File: src/rtl/mem_arbiter.sv
// Round-robin arbiter sharing one memory_unit port among NUM_REQ requesters.
// Sequences each transaction (issue, busy, done) and guards it with a watchdog.
module mem_arbiter #(
  parameter int NUM_REQ = 5,
  parameter int ADDR_W  = 10,
  parameter int DATA_W  = 16,
  parameter int TIMEOUT = 255
) (
  input  logic                       clk,
  input  logic                       rst,
  input  logic [NUM_REQ-1:0]         req,
  input  logic [2*NUM_REQ-1:0]       func_in,
  input  logic [ADDR_W*NUM_REQ-1:0]  addr1_in,
  input  logic [ADDR_W*NUM_REQ-1:0]  addr2_in,
  input  logic [DATA_W*NUM_REQ-1:0]  wdata_in,
  output logic [NUM_REQ-1:0]         gnt,
  output logic [NUM_REQ-1:0]         done,
  output logic [$clog2(NUM_REQ)-1:0] grant_id,
  output logic [1:0]                 mem_func,
  output logic                       mem_execute,
  output logic [ADDR_W-1:0]          address1,
  output logic [ADDR_W-1:0]          address2,
  output logic [DATA_W-1:0]          write_data,
  input  logic                       mem_ready,
  output logic                       timeout_err
);
  localparam int ID_W = $clog2(NUM_REQ);
  localparam logic [7:0] TO_LAST = 8'(TIMEOUT - 1);

  typedef enum logic [2:0] {IDLE, ISSUE, WAIT_BUSY, WAIT_DONE, RELEASE} state_t;

  state_t            state_reg;
  logic [NUM_REQ-1:0] gnt_reg;
  logic [NUM_REQ-1:0] done_reg;
  logic [ID_W-1:0]    id_reg;
  logic [ID_W-1:0]    ptr_reg;
  logic               exec_reg;
  logic               terr_reg;
  logic [7:0]         cnt_reg;
  logic [7:0]         cnt_next;

  logic               win_found;
  logic [ID_W-1:0]    win_idx;
  logic [ID_W:0]      cand;

  // First set request strictly after the pointer, wrapping at NUM_REQ-1.
  always_comb begin
    win_found = 1'b0;
    win_idx   = '0;
    cand      = '0;
    for (int k = 1; k <= NUM_REQ; k++) begin
      cand = {1'b0, ptr_reg} + (ID_W+1)'(k);
      if (cand >= (ID_W+1)'(NUM_REQ))
        cand = cand - (ID_W+1)'(NUM_REQ);
      if (!win_found && req[cand[ID_W-1:0]]) begin
        win_found = 1'b1;
        win_idx   = cand[ID_W-1:0];
      end
    end
  end

  assign cnt_next = cnt_reg + 8'd1;

  always_ff @(posedge clk or negedge rst) begin
    if (!rst) begin
      state_reg <= IDLE;
      gnt_reg   <= '0;
      done_reg  <= '0;
      id_reg    <= '0;
      ptr_reg   <= ID_W'(NUM_REQ - 1);
      exec_reg  <= 1'b0;
      terr_reg  <= 1'b0;
      cnt_reg   <= '0;
    end else begin
      done_reg <= '0;
      exec_reg <= 1'b0;
      case (state_reg)
        IDLE: begin
          if (win_found && mem_ready) begin
            gnt_reg   <= NUM_REQ'(1) << win_idx;
            id_reg    <= win_idx;
            ptr_reg   <= win_idx;
            cnt_reg   <= '0;
            exec_reg  <= 1'b1;
            state_reg <= ISSUE;
          end
        end
        ISSUE: state_reg <= WAIT_BUSY;
        WAIT_BUSY, WAIT_DONE: begin
          cnt_reg <= cnt_next;
          if (state_reg == WAIT_DONE && mem_ready) begin
            done_reg  <= gnt_reg;
            state_reg <= RELEASE;
          end else if (cnt_next >= TO_LAST) begin
            // Watchdog expiry lands RELEASE exactly TIMEOUT cycles after ISSUE.
            done_reg  <= gnt_reg;
            terr_reg  <= 1'b1;
            state_reg <= RELEASE;
          end else if (state_reg == WAIT_BUSY && !mem_ready) begin
            state_reg <= WAIT_DONE;
          end
        end
        RELEASE: begin
          gnt_reg   <= '0;
          state_reg <= IDLE;
        end
        default: state_reg <= IDLE;
      endcase
    end
  end

  logic [1:0]        func_sel  [NUM_REQ];
  logic [ADDR_W-1:0] addr1_sel [NUM_REQ];
  logic [ADDR_W-1:0] addr2_sel [NUM_REQ];
  logic [DATA_W-1:0] wdata_sel [NUM_REQ];

  for (genvar gi = 0; gi < NUM_REQ; gi++) begin : g_slice
    assign func_sel[gi]  = gnt_reg[gi] ? func_in[2*gi +: 2]            : '0;
    assign addr1_sel[gi] = gnt_reg[gi] ? addr1_in[ADDR_W*gi +: ADDR_W] : '0;
    assign addr2_sel[gi] = gnt_reg[gi] ? addr2_in[ADDR_W*gi +: ADDR_W] : '0;
    assign wdata_sel[gi] = gnt_reg[gi] ? wdata_in[DATA_W*gi +: DATA_W] : '0;
  end

  // One-hot grant makes the AND-OR reduction a plain mux; no grant gives zeros.
  always_comb begin
    mem_func   = '0;
    address1   = '0;
    address2   = '0;
    write_data = '0;
    for (int i = 0; i < NUM_REQ; i++) begin
      mem_func   = mem_func   | func_sel[i];
      address1   = address1   | addr1_sel[i];
      address2   = address2   | addr2_sel[i];
      write_data = write_data | wdata_sel[i];
    end
  end

  assign gnt         = gnt_reg;
  assign done        = done_reg;
  assign grant_id    = id_reg;
  assign mem_execute = exec_reg;
  assign timeout_err = terr_reg;

endmodule
File: config.mk
export PLATFORM = sky130hd
export DESIGN_NAME = mem_arbiter
export DESIGN_NICKNAME = d
export VERILOG_FILES = /design/src/rtl/mem_arbiter.sv
export SDC_FILE = /design/constraint.sdc
export NUM_CORES = 1
export LEC_CHECK = 0
export BUFFER_PORTS_ARGS = -buffer_cell sky130_fd_sc_hd__buf_2
export CAP_MARGIN = 20
export CORE_AREA = 2 2 98 100
export DETAILED_ROUTE_END_ITERATION = 8
export DIE_AREA = 0 0 100 102
export PLACE_DENSITY = 0.71
export RECOVER_POWER = 25
export SYNTH_ARGS = -nofsm -noshare
export SYNTH_HDL_FRONTEND = slang
export SYNTH_SLANG_ARGS = --single-unit
export TNS_END_PERCENT = 100
File: constraint.sdc
create_clock -name clk -period 4.25 [get_ports clk]
set_input_delay 0.85 -clock clk [delete_from_list [all_inputs] [get_ports clk]]
set_output_delay 0.85 -clock clk [all_outputs]
set_load 0.05 [all_outputs]
==> results of run 1 <==
[worst max path at each step]
| stage | startpoint | slack (ns) | to |
|---|---|---|---|
| after global routing | grant_id[0]$_DFFE_PN0P_ | 0.1 | gnt[0]$_DFFE_PN0P_ |
| after global placement | grant_id[0]$_DFFE_PN0P_ | 0.65 | gnt[0]$_DFFE_PN0P_ |
| final | grant_id[0]$_DFFE_PN0P_ | 0.44 | gnt[0]$_DFFE_PN0P_ |
| after detailed placement | grant_id[0]$_DFFE_PN0P_ | 0.47 | gnt[0]$_DFFE_PN0P_ |
| after floorplan | grant_id[0]$_DFFE_PN0P_ | 0.60 | cnt_reg[2]$_DFFE_PN0P_ |
| after CTS | grant_id[0]$_DFFE_PN0P_ | 0.45 | gnt[0]$_DFFE_PN0P_ |
[power by group through the flow]
stage	logic [uW]	registers (uW)	clock network (uW)
finish	3600	525	149
global route	3880	543	165
CTS	3600	524	151
detailed placement	3580	529	0
global placement	3540	523	0
floorplan	2780	515	0
[placed cells by master (no fill, tap or decap), drive strengths merged, types with 3 or more instances in the layout]
cell	synthesis	final
buf	13	259
nand2	61	61
a22oi	40	40
a222oi	38	38
dfrtp	26	26
nor2	21	21
a21oi	13	13
o21ai	13	13
mux2i	12	12
ha	12	12
inv	12	12
nor3	7	7
nor2b	6	6
xnor2	6	6
and2	6	6
a22o	6	6
nand3	6	6
o211ai	5	5
a211oi	5	5
nand2b	5	5
nand3b	4	4
nor3b	4	4
o22ai	4	4
o31ai	4	4
clkbuf	22	4
or3	3	3
mux2	3	3
nand4	3	3
nor4	3	3
o211a	3	3
[synthesized netlist by cell type, types with 4 or more instances]
library cell | n | area [um2]
o22ai_1 | 4 | 25.0
and2_1 | 6 | 37.5
buf_2 | 8 | 40.0
nand3_1 | 5 | 25.0
dfrtp_1 | 26 | 651
nor2b_1 | 6 | 37.5
inv_1 | 10 | 37.5
nand2_1 | 60 | 225
clkbuf_1 | 22 | 82.6
nand3b_1 | 4 | 30.0
xnor2_1 | 6 | 52.6
ha_1 | 12 | 150
a222oi_1 | 38 | 380
mux2i_1 | 12 | 120
a22oi_1 | 40 | 300
nor3_1 | 7 | 35.0
nor2_1 | 20 | 75.1
o211ai_1 | 5 | 37.5
nor3b_1 | 4 | 30.0
a21oi_1 | 12 | 60.1
o21ai_0 | 10 | 50.1
a22o_1 | 6 | 52.6
[stage by stage]
| stage | setup slack [ns] | cells | hold slack (ns) | total power, uW |
|---|---|---|---|---|
| 2_1_floorplan | 0.600 | 399 | 0.470 | 3290 |
| 3_3_place_gp | 0.646 | 735 | 0.455 | 4060 |
| 3_5_place_dp | 0.465 | 735 | 0.453 | 4110 |
| 4_1_cts | 0.452 | 739 | 0.477 | 4270 |
| 5_1_grt | 0.0986 | 739 | 0.510 | 4590 |
| 6_report | 0.440 | 739 | 0.480 | 4280 |
[logic make-up after synthesis]
group | count (synthesis) | share of synthesized area, %
mux | 16 | 5.48
xor+xnor | 8 | 2.17
flops | 27 | 21.0
buf+inv | 48 | 6.60
compound gates | 149 | 37.5
simple gates | 138 | 22.0
fa+ha+maj | 13 | 5.28
[critical path, cell delays in order (launching register included)]
cell      delay, ns
dfrtp_1        0.38
inv_1          0.22
ha_1           0.22
inv_1          0.05
fa_1           0.46
nor2_2         0.25
mux4_2         0.55
o21ai_0        0.37
nor4_4         0.10
a41oi_1        0.31
nand2_2        0.15
inv_2          0.23
nand4b_2       0.20
o31ai_1        0.23
[layer usage]
layer | part of all wire, % | wire length [um]
met1 | 40 | 5360
met2 | 51 | 6800
met3 | 7.4 | 984
met4 | 1.6 | 215
met5 | 0.14 | 19
[cell type report]
cell class	instances	area [um2]	area share [%]
Multi-Input combinational cell	324	2330	51.0
Timing Repair Buffer	260	1330	29.0
Sequential cell	27	677	14.8
Tap cell	111	139	3.04
Inverter	13	48.8	1.07
Clock buffer	3	41.3	0.903
Clock inverter	1	7.51	0.164
==> results by group, run 1 <==
Outcome
  • Status: finished clean

STA
  • Period utilization: about nine tenths
  • Worst relative slew slack: under 10%
  • Max Clock Skew: 0.00700 ns
  • Max Slew Vio Count: 0
  • Post-Route Setup TNS: 0 ns
  • Final Hold Fails: 0
  • Achievable frequency: 263 MHz
  • Finish-stage setup viols: 0
  • Period minus WS final: between 3 and 4 ns
  • RSZ-0062 raised after global routing: false
  • Slew @ Worst Pin: ~1.4 ns

Clocking
  • Clock Path Buffers: 2
  • PostCTS Resize Cnt: 0
  • Clock transition at path regs: approximately 0.10 ns
  • CTS Buf Count: 3
  • Skew-Pair Late Insertion Delay: between 0.2 and 0.3 ns
  • CTS tree: done
  • # hold bufs at CTS: 0
  • CTS H-Tree Depth: 1
  • Postcts setup bufs: 0
  • Clock Root Buffer: clkbuf_8
  • Sink Count: 27

Global route
  • GR met2 Demand/Resource: between 40% and 50%
  • Initial antenna violation count: 1
  • GRT overflow: 0
  • Vias in the first global route: 3823
  • GR Util met3: about 2.8%
  • Global-route wire length before repair: approximately 19000 um
  • All-Layer GR Usage: a little under a quarter
  • GRT busiest layer: met2
  • Global routing met1 resource utilization: roughly 30%
  • Largest net degree at the start of global routing: 37

Run
  • Max-cap violations: 0

Logic synthesis
  • Dominant synthesized flop cell: dfrtp_1
  • Synth cell types: 70
  • Register area share after synthesis: between 20% and 30%
  • Post-Synthesis Cells: between 300 and 400
  • Synth Register Bits: 27
  • Syn Area/Cell: 8.07 um2
  • Synth Cell Area: between 3000 and 4000 um2
  • Post-synth EDFFs: 0
  • Net count after synthesis: 610
  • Yosys warning total: 0
  • Asr flop ratio synth: 100%

Floorplan
  • Die W: 100 um
  • Die area: 10200 um2
  • Initial core utilization: a little over a third
  • Core Area: 9110 um2
  • Chip Height: between 100 and 150 um
  • Site row count: 35
  • Ports: between 200 and 300

Min path
  • Hold endpoint: timeout_err$_DFFE_PN0P_
  • Hold Path Class: reg2reg
  • Hold Crit Depth: 1
  • Hold path start: timeout_err$_DFFE_PN0P_

Pwr
  • Leakage power total: 0.00239 uW
  • Max VDD drop: between 0.7 and 0.8 mV
  • Combinational share of power: between 80% and 90%
  • Reg power frac: roughly an eighth
  • Pwr per Cell Area: just over 900 nW/um2
  • NetSw: about 2700 uW
  • Fraction of power consumed by the clock network: under 10%
  • Internal: 1610 uW
  • Net Sw Frac: 62.4%

Routing
  • Total number of vias: approximately 4.2k
  • Drt initial violations: 354
  • Post-Route WL: between 10000 and 15000 um
  • DRC: 0
  • Routed Antenna Nets: 0
  • Vias per Instance: ~5.7
  • Wire length per cell: approximately 18 um
  • Drt first pass iters: 8

Setup path
  • CP Launch Type: flop
  • Worst Path Arrival: ~4.0 ns
  • Crit. End Element: flop
  • FF-to-FF path depth: 13
  • Reg2reg end: gnt[0]$_DFFE_PN0P_
  • CP Max Fanout: 13
  • Reg-to-reg startpoint: grant_id[0]$_DFFE_PN0P_
  • WP data required: 4.44 ns
  • R2R Setup Slk: approximately 0.44 ns
  • Crit path kind: reg2reg

Finish
  • Utilization after layout: roughly half
  • Max FFs per register: 8
  • Area added between synthesis and finish: 41.9%
  • Fraction of layout cells with a size suffix above 1: 45.9%
  • Layout fillers: between 800 and 900
  • Final net count: 840
  • Fin area: 4570 um2
  • Antenna Diode Count: 0

Place
  • Cell Area, Placed: between 4000 and 5000 um2
  • Routability cong.: around 0.9
  • Dpl hpwl: 10800 um
  • IO Port Bufs: 250
No activity file was read; power rests on OpenSTA's default activity.
==> run 2: changes to the inputs <==
--- a/config.mk
+++ b/config.mk
@@ -7,10 +7,10 @@
 export LEC_CHECK = 0
 export BUFFER_PORTS_ARGS = -buffer_cell sky130_fd_sc_hd__buf_2
 export CAP_MARGIN = 20
-export CORE_AREA = 2 2 98 100
+export CORE_AREA = 2 2 96 98
 export DETAILED_ROUTE_END_ITERATION = 8
-export DIE_AREA = 0 0 100 102
-export PLACE_DENSITY = 0.71
+export DIE_AREA = 0 0 98 100
+export PLACE_DENSITY = 0.74
 export RECOVER_POWER = 25
 export SYNTH_ARGS = -nofsm -noshare
 export SYNTH_HDL_FRONTEND = slang
==> results by group, run 2 (synthesized netlist as in run 1, its figures left out) <==
Global route
  • GRT overflow: 0
  • Vias in the first global route: between 3k and 4k
  • Largest net degree at the start of global routing: 28
  • Initial antenna violation count: 1
  • Global-route wire length before repair: approximately 20000 um
  • All-Layer GR Usage: between 20% and 30%

Finish
  • Utilization after layout: 51.5%
  • Multi-input logic area: roughly 2300 um2
  • Layout fillers: a little under 900
  • Fin area: approximately 4600 um2
  • Final net count: 841
  • Max FFs per register: 8
  • FF/Latch Area: slightly below 700 um2
  • Area added between synthesis and finish: 42.1%
  • Non-filler instance count after layout: around 740
  • Commonest non-fill, non-tap cell in the layout: buf_2
  • Most frequent cells in the layout: buf_2, nand2_1, a22oi_1
  • Fraction of layout cells with a size suffix above 1: between 40% and 50%

Setup path
  • WP data required: approximately 4.4 ns
  • Reg-to-reg startpoint: ptr_reg[2]$_DFFE_PN1P_
  • Worst Path Arrival: between 3 and 4 ns
  • Crit. End Element: flop
  • FF-to-FF path depth: 11
  • Reg2reg end: gnt[0]$_DFFE_PN0P_
  • CP Launch Type: flop
  • Crit path kind: reg2reg
  • CP Max Fanout: 15
  • R2R Setup Slk: 0.63 ns

Place
  • Placed cells: approximately 740
  • Cell Area, Placed: approximately 4500 um2
  • Routability cong.: around 1
  • Dpl hpwl: approximately 11000 um
  • IO Port Bufs: between 200 and 300

Clocking
  • Clock transition at path regs: 0.09 ns
  • Clock Path Buffers: 2
  • Sink Count: 27
  • Postcts setup bufs: 0
  • CTS Buf Count: 3
  • CTS tree: done
  • CTS H-Tree Depth: 1
  • PostCTS Resize Cnt: 0
  • Clock Root Buffer: clkbuf_8
  • Skew-Pair Late Insertion Delay: roughly 0.27 ns
  • # hold bufs at CTS: 0

STA
  • RSZ-0062 raised after global routing: false
  • Post-Route Setup TNS: 0 ns
  • Max Clock Skew: just under 0.005 ns
  • Finish-stage setup viols: 0
  • Achievable frequency: about 280 MHz
  • Period utilization: approximately 85%
  • Final Hold Fails: 0
  • Worst relative slew slack: 5.11%
  • Period minus WS final: 3.62 ns
  • Max Slew Vio Count: 0
  • Slew @ Worst Pin: 1.42 ns

Floorplan
  • Core Area: 8890 um2
  • Ports: between 200 and 300
  • Chip Height: around 100 um
  • Initial core utilization: a little over a third
  • Die area: 9800 um2
  • Die W: 98 um
  • Site row count: 35

Pwr
  • Leakage power total: about 0.0024 uW
  • Pwr per Cell Area: roughly 940 nW/um2
  • Max VDD drop: 0.573 mV

Routing
  • Total number of vias: 4359
  • Wire length per cell: roughly 18 um
  • Met1 WL: 5550 um
  • Drt first pass iters: 8
  • Top layer in use: met4
  • Met2 WL: 6510 um
  • Drt initial violations: ~590
  • Post-Route WL: 13500 um
  • DRC: 0
  • Routed Antenna Nets: 0
  • WL met3: 1200 um
  • Vias per Instance: between 5 and 6

Min path
  • Hold Path Class: reg2reg
  • Hold Crit Depth: 1
  • Hold endpoint: timeout_err$_DFFE_PN0P_
  • Hold path start: timeout_err$_DFFE_PN0P_

Run
  • Max-cap violations: 0

Outcome
  • Status: finished clean
-- run 2: cell types whose count changed in the layout (fill, tap and decap cells not counted), sizes merged --
cell | before | now
clkinvlp | 1 | 0
buf | 259 | 260
clkbuf | 4 | 5
diode | 0 | 1
-- run 2: layout make-up --
cell class | instances | share of cell area, %
Tap cell | 111 | 3.03
Antenna cell | 1 | 0.0547
Sequential cell | 27 | 14.8
Clock buffer | 4 | 0.984
Timing Repair Buffer | 261 | 29.1
Multi-Input combinational cell | 324 | 51.0
Inverter | 13 | 1.07
-- run 2: worst max-delay path: stages, from the launching register on --
cell      delay [ns]
dfstp_2         0.71
inv_2           0.12
ha_1            0.42
a2111o_1        0.40
o211a_1         0.14
mux2i_1         0.14
a211o_1         0.39
a41oi_1         0.35
nand2_2         0.16
inv_2           0.23
nand4b_2        0.21
o31ai_1         0.26
-- run 2: routing by layer --
layer | vias to the layer above | global-route usage (%)
li1 | 2033 | -
met1 | 2054 | 33.2
met2 | 249 | 42.1
met3 | 23 | 5.22
met4 | 0 | 7.05
met5 | - | 0
-- run 2: worst max-delay path by stage --
stage	start	endpoint	slack [ns]	depth (start not counted)
floorplan	grant_id[0]$_DFFE_PN0P_	cnt_reg[2]$_DFFE_PN0P_	0.60	16
global placement	grant_id[0]$_DFFE_PN0P_	gnt[0]$_DFFE_PN0P_	0.80	12
detailed placement	ptr_reg[2]$_DFFE_PN1P_	gnt[0]$_DFFE_PN0P_	0.66	11
CTS	ptr_reg[2]$_DFFE_PN1P_	gnt[0]$_DFFE_PN0P_	0.65	11
global route	grant_id[0]$_DFFE_PN0P_	gnt[0]$_DFFE_PN0P_	0.34	12
finish	ptr_reg[2]$_DFFE_PN1P_	gnt[0]$_DFFE_PN0P_	0.63	11
-- run 2: metrics by stage --
step | setup slack (ns) | hold slack, ns | power (uW)
6_report | 0.626 | 0.483 | 4300
5_1_grt | 0.338 | 0.506 | 4590
4_1_cts | 0.650 | 0.490 | 4290
3_5_place_dp | 0.658 | 0.461 | 4130
3_3_place_gp | 0.800 | 0.457 | 4080
2_1_floorplan | 0.600 | 0.470 | 3290
-- run 2: report_power, final --
part           internal [uW]  switching (uW)  total, uW  leakage [uW]
sequential               341             177        518      0.000347
combinational           1210            2440       3640       0.00203
clock                   67.2            77.9        145     0.0000228
